--- src/rtl/clk_div_pkg.sv ---
// Shared types and defaults for the multi-channel clock divider.
//   state_t    : per-channel FSM state encoding
//   DEF_CNT_W  : default width of count fields and counters
package clk_div_pkg;

  localparam int unsigned DEF_CNT_W = 32;

  typedef enum logic [1:0] {
    ST_IDLE = 2'd0,
    ST_WAIT = 2'd1,
    ST_LOW  = 2'd2,
    ST_HIGH = 2'd3
  } state_t;

endpackage

--- src/rtl/clk_div_channel.sv ---
// One programmable divider channel: shadow/active config, phase FSM, counter.
// Ports:
//   clk_i, rst_n             : clock, async active-low reset
//   start_i                  : launch pulse (honoured only when idle and enabled)
//   en_i                     : channel enable; low requests a graceful stop
//   cfg_we_i                 : shadow write strobe for this channel
//   cfg_high_i/low_i/wait_i  : phase lengths and start delay in clk_i cycles
//   clk_o                    : divided clock (flop output)
//   period_o                 : pulse on first cycle of each high phase
//   busy_o                   : channel not idle
module clk_div_channel
  import clk_div_pkg::*;
#(
  parameter int unsigned CNT_W = DEF_CNT_W
) (
  input  logic             clk_i,
  input  logic             rst_n,
  input  logic             start_i,
  input  logic             en_i,
  input  logic             cfg_we_i,
  input  logic [CNT_W-1:0] cfg_high_i,
  input  logic [CNT_W-1:0] cfg_low_i,
  input  logic [CNT_W-1:0] cfg_wait_i,
  output logic             clk_o,
  output logic             period_o,
  output logic             busy_o
);

  // A zero phase length would never terminate the compare, so it runs as one cycle.
  function automatic logic [CNT_W-1:0] sanitise(input logic [CNT_W-1:0] v);
    return (v == '0) ? CNT_W'(1) : v;
  endfunction

  state_t           r_state;
  logic [CNT_W-1:0] r_cnt;
  logic [CNT_W-1:0] r_sh_high, r_sh_low, r_sh_wait;
  logic [CNT_W-1:0] r_act_high, r_act_low, r_act_wait;
  logic             r_clk, r_period, r_busy;

  // Shadow values as seen by a reload in this cycle (same-cycle write bypass).
  logic [CNT_W-1:0] w_sh_high, w_sh_low, w_sh_wait;
  assign w_sh_high = cfg_we_i ? cfg_high_i : r_sh_high;
  assign w_sh_low  = cfg_we_i ? cfg_low_i  : r_sh_low;
  assign w_sh_wait = cfg_we_i ? cfg_wait_i : r_sh_wait;

  // Phase FSM; clk_o/period_o are registered decodes of the state being entered.
  always_ff @(posedge clk_i or negedge rst_n) begin
    if (!rst_n) begin
      r_state    <= ST_IDLE;
      r_cnt      <= '0;
      r_sh_high  <= CNT_W'(1);
      r_sh_low   <= CNT_W'(1);
      r_sh_wait  <= '0;
      r_act_high <= CNT_W'(1);
      r_act_low  <= CNT_W'(1);
      r_act_wait <= '0;
      r_clk      <= 1'b0;
      r_period   <= 1'b0;
      r_busy     <= 1'b0;
    end else begin
      r_period <= 1'b0;
      if (cfg_we_i) begin
        r_sh_high <= cfg_high_i;
        r_sh_low  <= cfg_low_i;
        r_sh_wait <= cfg_wait_i;
      end
      case (r_state)
        ST_IDLE: begin
          r_cnt <= '0;
          r_clk <= 1'b0;
          if (start_i && en_i) begin
            r_act_high <= sanitise(w_sh_high);
            r_act_low  <= sanitise(w_sh_low);
            r_act_wait <= w_sh_wait;
            r_busy     <= 1'b1;
            r_state    <= (w_sh_wait != '0) ? ST_WAIT : ST_LOW;
          end
        end
        ST_WAIT: begin
          if (!en_i) begin
            r_state <= ST_IDLE;
            r_busy  <= 1'b0;
            r_cnt   <= '0;
          end else if (r_cnt == r_act_wait - CNT_W'(1)) begin
            r_state <= ST_LOW;
            r_cnt   <= '0;
          end else begin
            r_cnt <= r_cnt + CNT_W'(1);
          end
        end
        ST_LOW: begin
          if (!en_i) begin
            r_state <= ST_IDLE;
            r_busy  <= 1'b0;
            r_cnt   <= '0;
          end else if (r_cnt == r_act_low - CNT_W'(1)) begin
            r_state  <= ST_HIGH;
            r_cnt    <= '0;
            r_clk    <= 1'b1;
            r_period <= 1'b1;
          end else begin
            r_cnt <= r_cnt + CNT_W'(1);
          end
        end
        ST_HIGH: begin
          // A stop request only takes effect once the high phase is complete.
          if (r_cnt == r_act_high - CNT_W'(1)) begin
            r_cnt <= '0;
            r_clk <= 1'b0;
            if (!en_i) begin
              r_state <= ST_IDLE;
              r_busy  <= 1'b0;
            end else begin
              r_state    <= ST_LOW;
              r_act_high <= sanitise(w_sh_high);
              r_act_low  <= sanitise(w_sh_low);
              r_act_wait <= w_sh_wait;
            end
          end else begin
            r_cnt <= r_cnt + CNT_W'(1);
          end
        end
        default: begin
          r_state <= ST_IDLE;
          r_busy  <= 1'b0;
          r_clk   <= 1'b0;
        end
      endcase
    end
  end

  assign clk_o    = r_clk;
  assign period_o = r_period;
  assign busy_o   = r_busy;

endmodule

--- src/rtl/multi_clk_divider.sv ---
// NUM_CH-channel programmable clock divider with common start.
// Ports:
//   clk_i, rst_n      : clock, async active-low reset
//   start_i           : launches every enabled idle channel
//   ch_en_i           : per-channel enable
//   cfg_we_i, cfg_ch_i: config write strobe and target channel
//   cfg_high_i/low_i/wait_i : config payload
//   clk_o, period_o, busy_o : per-channel outputs
module multi_clk_divider
  import clk_div_pkg::*;
#(
  parameter int unsigned NUM_CH = 4,
  parameter int unsigned CNT_W  = DEF_CNT_W,
  localparam int unsigned CH_W  = (NUM_CH > 1) ? $clog2(NUM_CH) : 1
) (
  input  logic              clk_i,
  input  logic              rst_n,
  input  logic              start_i,
  input  logic [NUM_CH-1:0] ch_en_i,
  input  logic              cfg_we_i,
  input  logic [CH_W-1:0]   cfg_ch_i,
  input  logic [CNT_W-1:0]  cfg_high_i,
  input  logic [CNT_W-1:0]  cfg_low_i,
  input  logic [CNT_W-1:0]  cfg_wait_i,
  output logic [NUM_CH-1:0] clk_o,
  output logic [NUM_CH-1:0] period_o,
  output logic [NUM_CH-1:0] busy_o
);

  logic [NUM_CH-1:0] w_ch_we;

  for (genvar c = 0; c < NUM_CH; c++) begin : g_ch
    // Out-of-range channel indices match no channel, so the write is dropped.
    assign w_ch_we[c] = cfg_we_i && (32'(cfg_ch_i) == 32'(c));

    clk_div_channel #(
      .CNT_W(CNT_W)
    ) u_ch (
      .clk_i      (clk_i),
      .rst_n      (rst_n),
      .start_i    (start_i),
      .en_i       (ch_en_i[c]),
      .cfg_we_i   (w_ch_we[c]),
      .cfg_high_i (cfg_high_i),
      .cfg_low_i  (cfg_low_i),
      .cfg_wait_i (cfg_wait_i),
      .clk_o      (clk_o[c]),
      .period_o   (period_o[c]),
      .busy_o     (busy_o[c])
    );
  end

endmodule

--- config.mk ---
export PLATFORM = sky130hd
export DESIGN_NAME = multi_clk_divider
export DESIGN_NICKNAME = d
export VERILOG_FILES = /design/src/rtl/clk_div_pkg.sv /design/src/rtl/clk_div_channel.sv /design/src/rtl/multi_clk_divider.sv
export SDC_FILE = /design/constraint.sdc
export NUM_CORES = 2
export LEC_CHECK = 0
export CORE_AREA = 2 2 339 341
export CTS_BUF_LIST = sky130_fd_sc_hd__clkbuf_8 sky130_fd_sc_hd__clkbuf_16
export DETAILED_ROUTE_END_ITERATION = 12
export DIE_AREA = 0 0 341 343
export PLACE_DENSITY = 0.68
export SKIP_CTS_REPAIR_TIMING = 1
export SLEW_MARGIN = 5
export SYNTH_ARGS = -nofsm -noshare
export SYNTH_HDL_FRONTEND = slang
export SYNTH_SLANG_ARGS = --single-unit
--- constraint.sdc ---
create_clock -name clk_i -period 7.3 [get_ports clk_i]
set_clock_uncertainty 0.05 [all_clocks]
set_input_delay 1.46 -clock clk_i [delete_from_list [all_inputs] [get_ports clk_i]]
set_output_delay 1.46 -clock clk_i [all_outputs]
set_load 0.02 [all_outputs]
==> reports/metrics.cfg <==
[logic_synthesis]
ys_types = 92
synth_common_cells = 900 x dfrtp_1, 598 x mux2_2, 444 x nand2_1
yosys.area.top_type = dfrtp_1
yosys-mux-area-fraction = 0.160
synthAdderAreaFrac = 0.00414
synth.most_common_cell = dfrtp_1
mappedNetlistNets = 5002
synth_top_area_share = 0.443
synth_compound_area_frac = 0.0620
syn-cell-area_sq_mm = 0.0508
synth_top_family_by_area = simple AND/OR/NAND/NOR gates
synth_xor_area_frac = 0.103
synth_edf_count = 0
synth_ff_type = dfrtp_1
avgSynthCellArea_sq_um = 10.4
synth-simple-area-share = 0.188
synth_area_leaders = dfrtp_1 44%, mux2_2 13%, xnor2_1 5.7%
yosysWarnings = 0
ys_ff_latch = 916
syn-instance-count = 4880
synth-seq-area-share = 0.452
async_flop_share = 1.00

[final_layout]
filler_cell_count = 10000
areaGrowthSynthToFinish_pct = 10.9
nNetsFinal = 4934
drive_gt1_frac = 0.186

[detailed_routing]
detail_route.vias_per_cell = 6.06
wl_per_cell_microns = 25.2
wl_microns = 162000
ant_nets = 0
vias = 39000
first_pass_iters = 5
drc = 0
drtIter0Drc = 4151

[setup_path]
critPathMaxFanout = 76
reg2reg_to = g_ch[1].u_ch.r_act_low[11]
cpPeakStageDelay_ns = 0.76
crit_path_end = g_ch[1].u_ch.r_act_low[11]
crit_cells = 12
cp-startpoint = g_ch[1].u_ch.r_act_high[1]
start_kind = flip-flop
reg2reg_depth = 12
crit_slowest_cell = or4_1
rrSetupSlack_ns = 1.96
arrival_ns = 5.87
crit_family = simple AND/OR/NAND/NOR gates
crit_type = flip-flop to flip-flop
critPathRequiredTime_ns = 7.82
worst-path-buf-inv = 2
critPathCaptureType = flip-flop
path_cells = inv_1, ha_1, or4b_1, or4_1, or4_1, xnor2_1, o221ai_1, a21o_1, and4_1, a31oi_4, buf_12, mux2_2
crit_path_frequent_cell = or4_1
r2r_start = g_ch[1].u_ch.r_act_high[1]

[floorplan]
coreArea_sq_mm = 0.113
start_util = 0.448
io-pin-count = 118
die_h_microns = 343
rows = 124
dieArea_sq_mm = 0.117
die_w_microns = 341

[timing]
fin_tns_setup_ns = 0
timing.slew.headroom = 0.160
rsz0062_at_grt = no
slew_viol_final = 0
post-route-period-util = 0.732
hold_violations = 0
worst_slew_pin_slew_ns = 1.25
fin_crit_ns = 5.34
fmax_ghz = 0.187
setup_violations = 0

[placed_design]
io_buffers = 117
place_hpwl_microns = 113000
gp_congestion = 0.966

[grt]
grt_pass1_vias = 37300
grt_start_max_net_pins = 177
antenna_found_initial = 29
grt_pass1_wl_microns = 241000
grt.total_usage = 0.273
gr-total-overflow = 0

[power]
finalPower_mw = 20.0
leakage_nw = 22.7
p_per_area_mw_per_mm2 = 356
vdd_drop_max_mv = 0.214

[cts]
numCtsBuffers = 95
cts_buffer_depth = 3
cts-root-buf = clkbuf_16
clkTransAtPathRegs_ns = 0.06
cts_tree = built
ctsHtreeMaxLevel = 3
clkLatencyLatePin_ns = 0.69
clock_sinks = 916

[run]
cap_violations = 0

[worst_hold_path]
min_path_type = flip-flop to flip-flop

[outcome]
status = finished clean

==> worst min path at each step <==
stage                                     startpoint                    endpoint  slack, ns  depth (start not counted)
after CTS                  g_ch[0].u_ch.r_sh_high[2]   g_ch[0].u_ch.r_sh_high[2]       0.45                          2
after global routing       g_ch[0].u_ch.r_sh_high[5]   g_ch[0].u_ch.r_sh_high[5]       0.47                          2
after detailed placement  g_ch[0].u_ch.r_sh_high[29]  g_ch[0].u_ch.r_sh_high[29]       0.43                          2
after floorplan           g_ch[0].u_ch.r_sh_wait[15]  g_ch[0].u_ch.r_sh_wait[15]       0.40                          2
after global placement    g_ch[0].u_ch.r_sh_high[29]  g_ch[0].u_ch.r_sh_high[29]       0.43                          2
final                      g_ch[0].u_ch.r_sh_high[2]   g_ch[0].u_ch.r_sh_high[2]       0.45                          2
==> cells by family after synthesis <==
family,after synthesis
buffers and inverters,387
muxes,710
DFF,916
xor gates and xnor gates,598
and+or+nand+nor,1796
adders and majority gates,17
AOI/OAI and AO/OA,456
==> through the flow <==
step                std cells   util  worst slack (ns)  hold slack (ns)  cell area, sq um
floorplan                4880      -              2.90            0.400             50800
global placement         6227  0.467              2.15            0.428             53000
detailed placement       6227  0.467              2.03            0.433             53000
CTS                      6405  0.496              1.99            0.448             56300
global route             6407  0.496              1.75            0.469             56300
finish                   6431  0.497              1.96            0.449             56400
==> worst reg2reg max path, stage by stage (launching register included) <==
cell,delay [ns]
dfrtp_1,0.42
inv_1,0.07
ha_1,0.26
or4b_1,0.58
or4_1,0.76
or4_1,0.63
xnor2_1,0.20
o221ai_1,0.15
a21o_1,0.22
and4_1,0.25
a31oi_4,0.72
buf_12,0.41
mux2_2,0.49
==> report_power, final <==
group,internal (mW),switching [mW]
registers,6.50,2.00
clock network,2.99,2.17
logic,3.12,3.26
total,12.6,7.43
==> per-layer routing <==
metal  vias up  global-route usage  wire length [microns]
met3       368              0.0557                  14400
met4        16               0.147                   9040
met5         -                   0                    157
li1      17600                   -                      -
met2      1463               0.408                  70600
met1     19600               0.375                  67600
==> layout make-up <==
class / count / area (sq um) / area share
Multi-Input combinational cell: 3577 / 26300 / 0.467
Sequential cell: 916 / 22900 / 0.407
Clock buffer: 118 / 2710 / 0.0480
Tap cell: 1512 / 1890 / 0.0336
Clock inverter: 60 / 618 / 0.0110
Inverter: 69 / 259 / 0.00460
Antenna cell: 26 / 65.1 / 0.00115
Timing Repair Buffer: 153 / 1550 / 0.0274
==> cells in the final DEF, fill, tap and decap left out, types with 86 or more instances in the layout <==
cell             synthesis  layout
xor2_1                 268     268
clkbuf_16                0      96
dfrtp_1                900     900
nor4_1                 232     231
nor3_1                 170     169
inv_1                   69      86
nand3_1                121     120
mux2_2                 598     598
clkdlybuf4s50_1          0     116
nand4_1                 98      98
nor2_1                 280     280
a21oi_1                 93      93
nand2_1                444     444
xnor2_1                330     330
==> registers in the layout (all words and copies together), names as in the netlist <==
name and count:
g_ch.u_ch.r_act_high 128, g_ch.u_ch.r_act_low 128, g_ch.u_ch.r_act_wait 128, g_ch.u_ch.r_cnt 128, g_ch.u_ch.r_sh_high 128, g_ch.u_ch.r_sh_low 128, g_ch.u_ch.r_sh_wait 128, g_ch.u_ch.r_state 8
g_ch.u_ch.busy_o 4, g_ch.u_ch.clk_o 4, g_ch.u_ch.period_o 4
(Power assumes the default switching activity.)
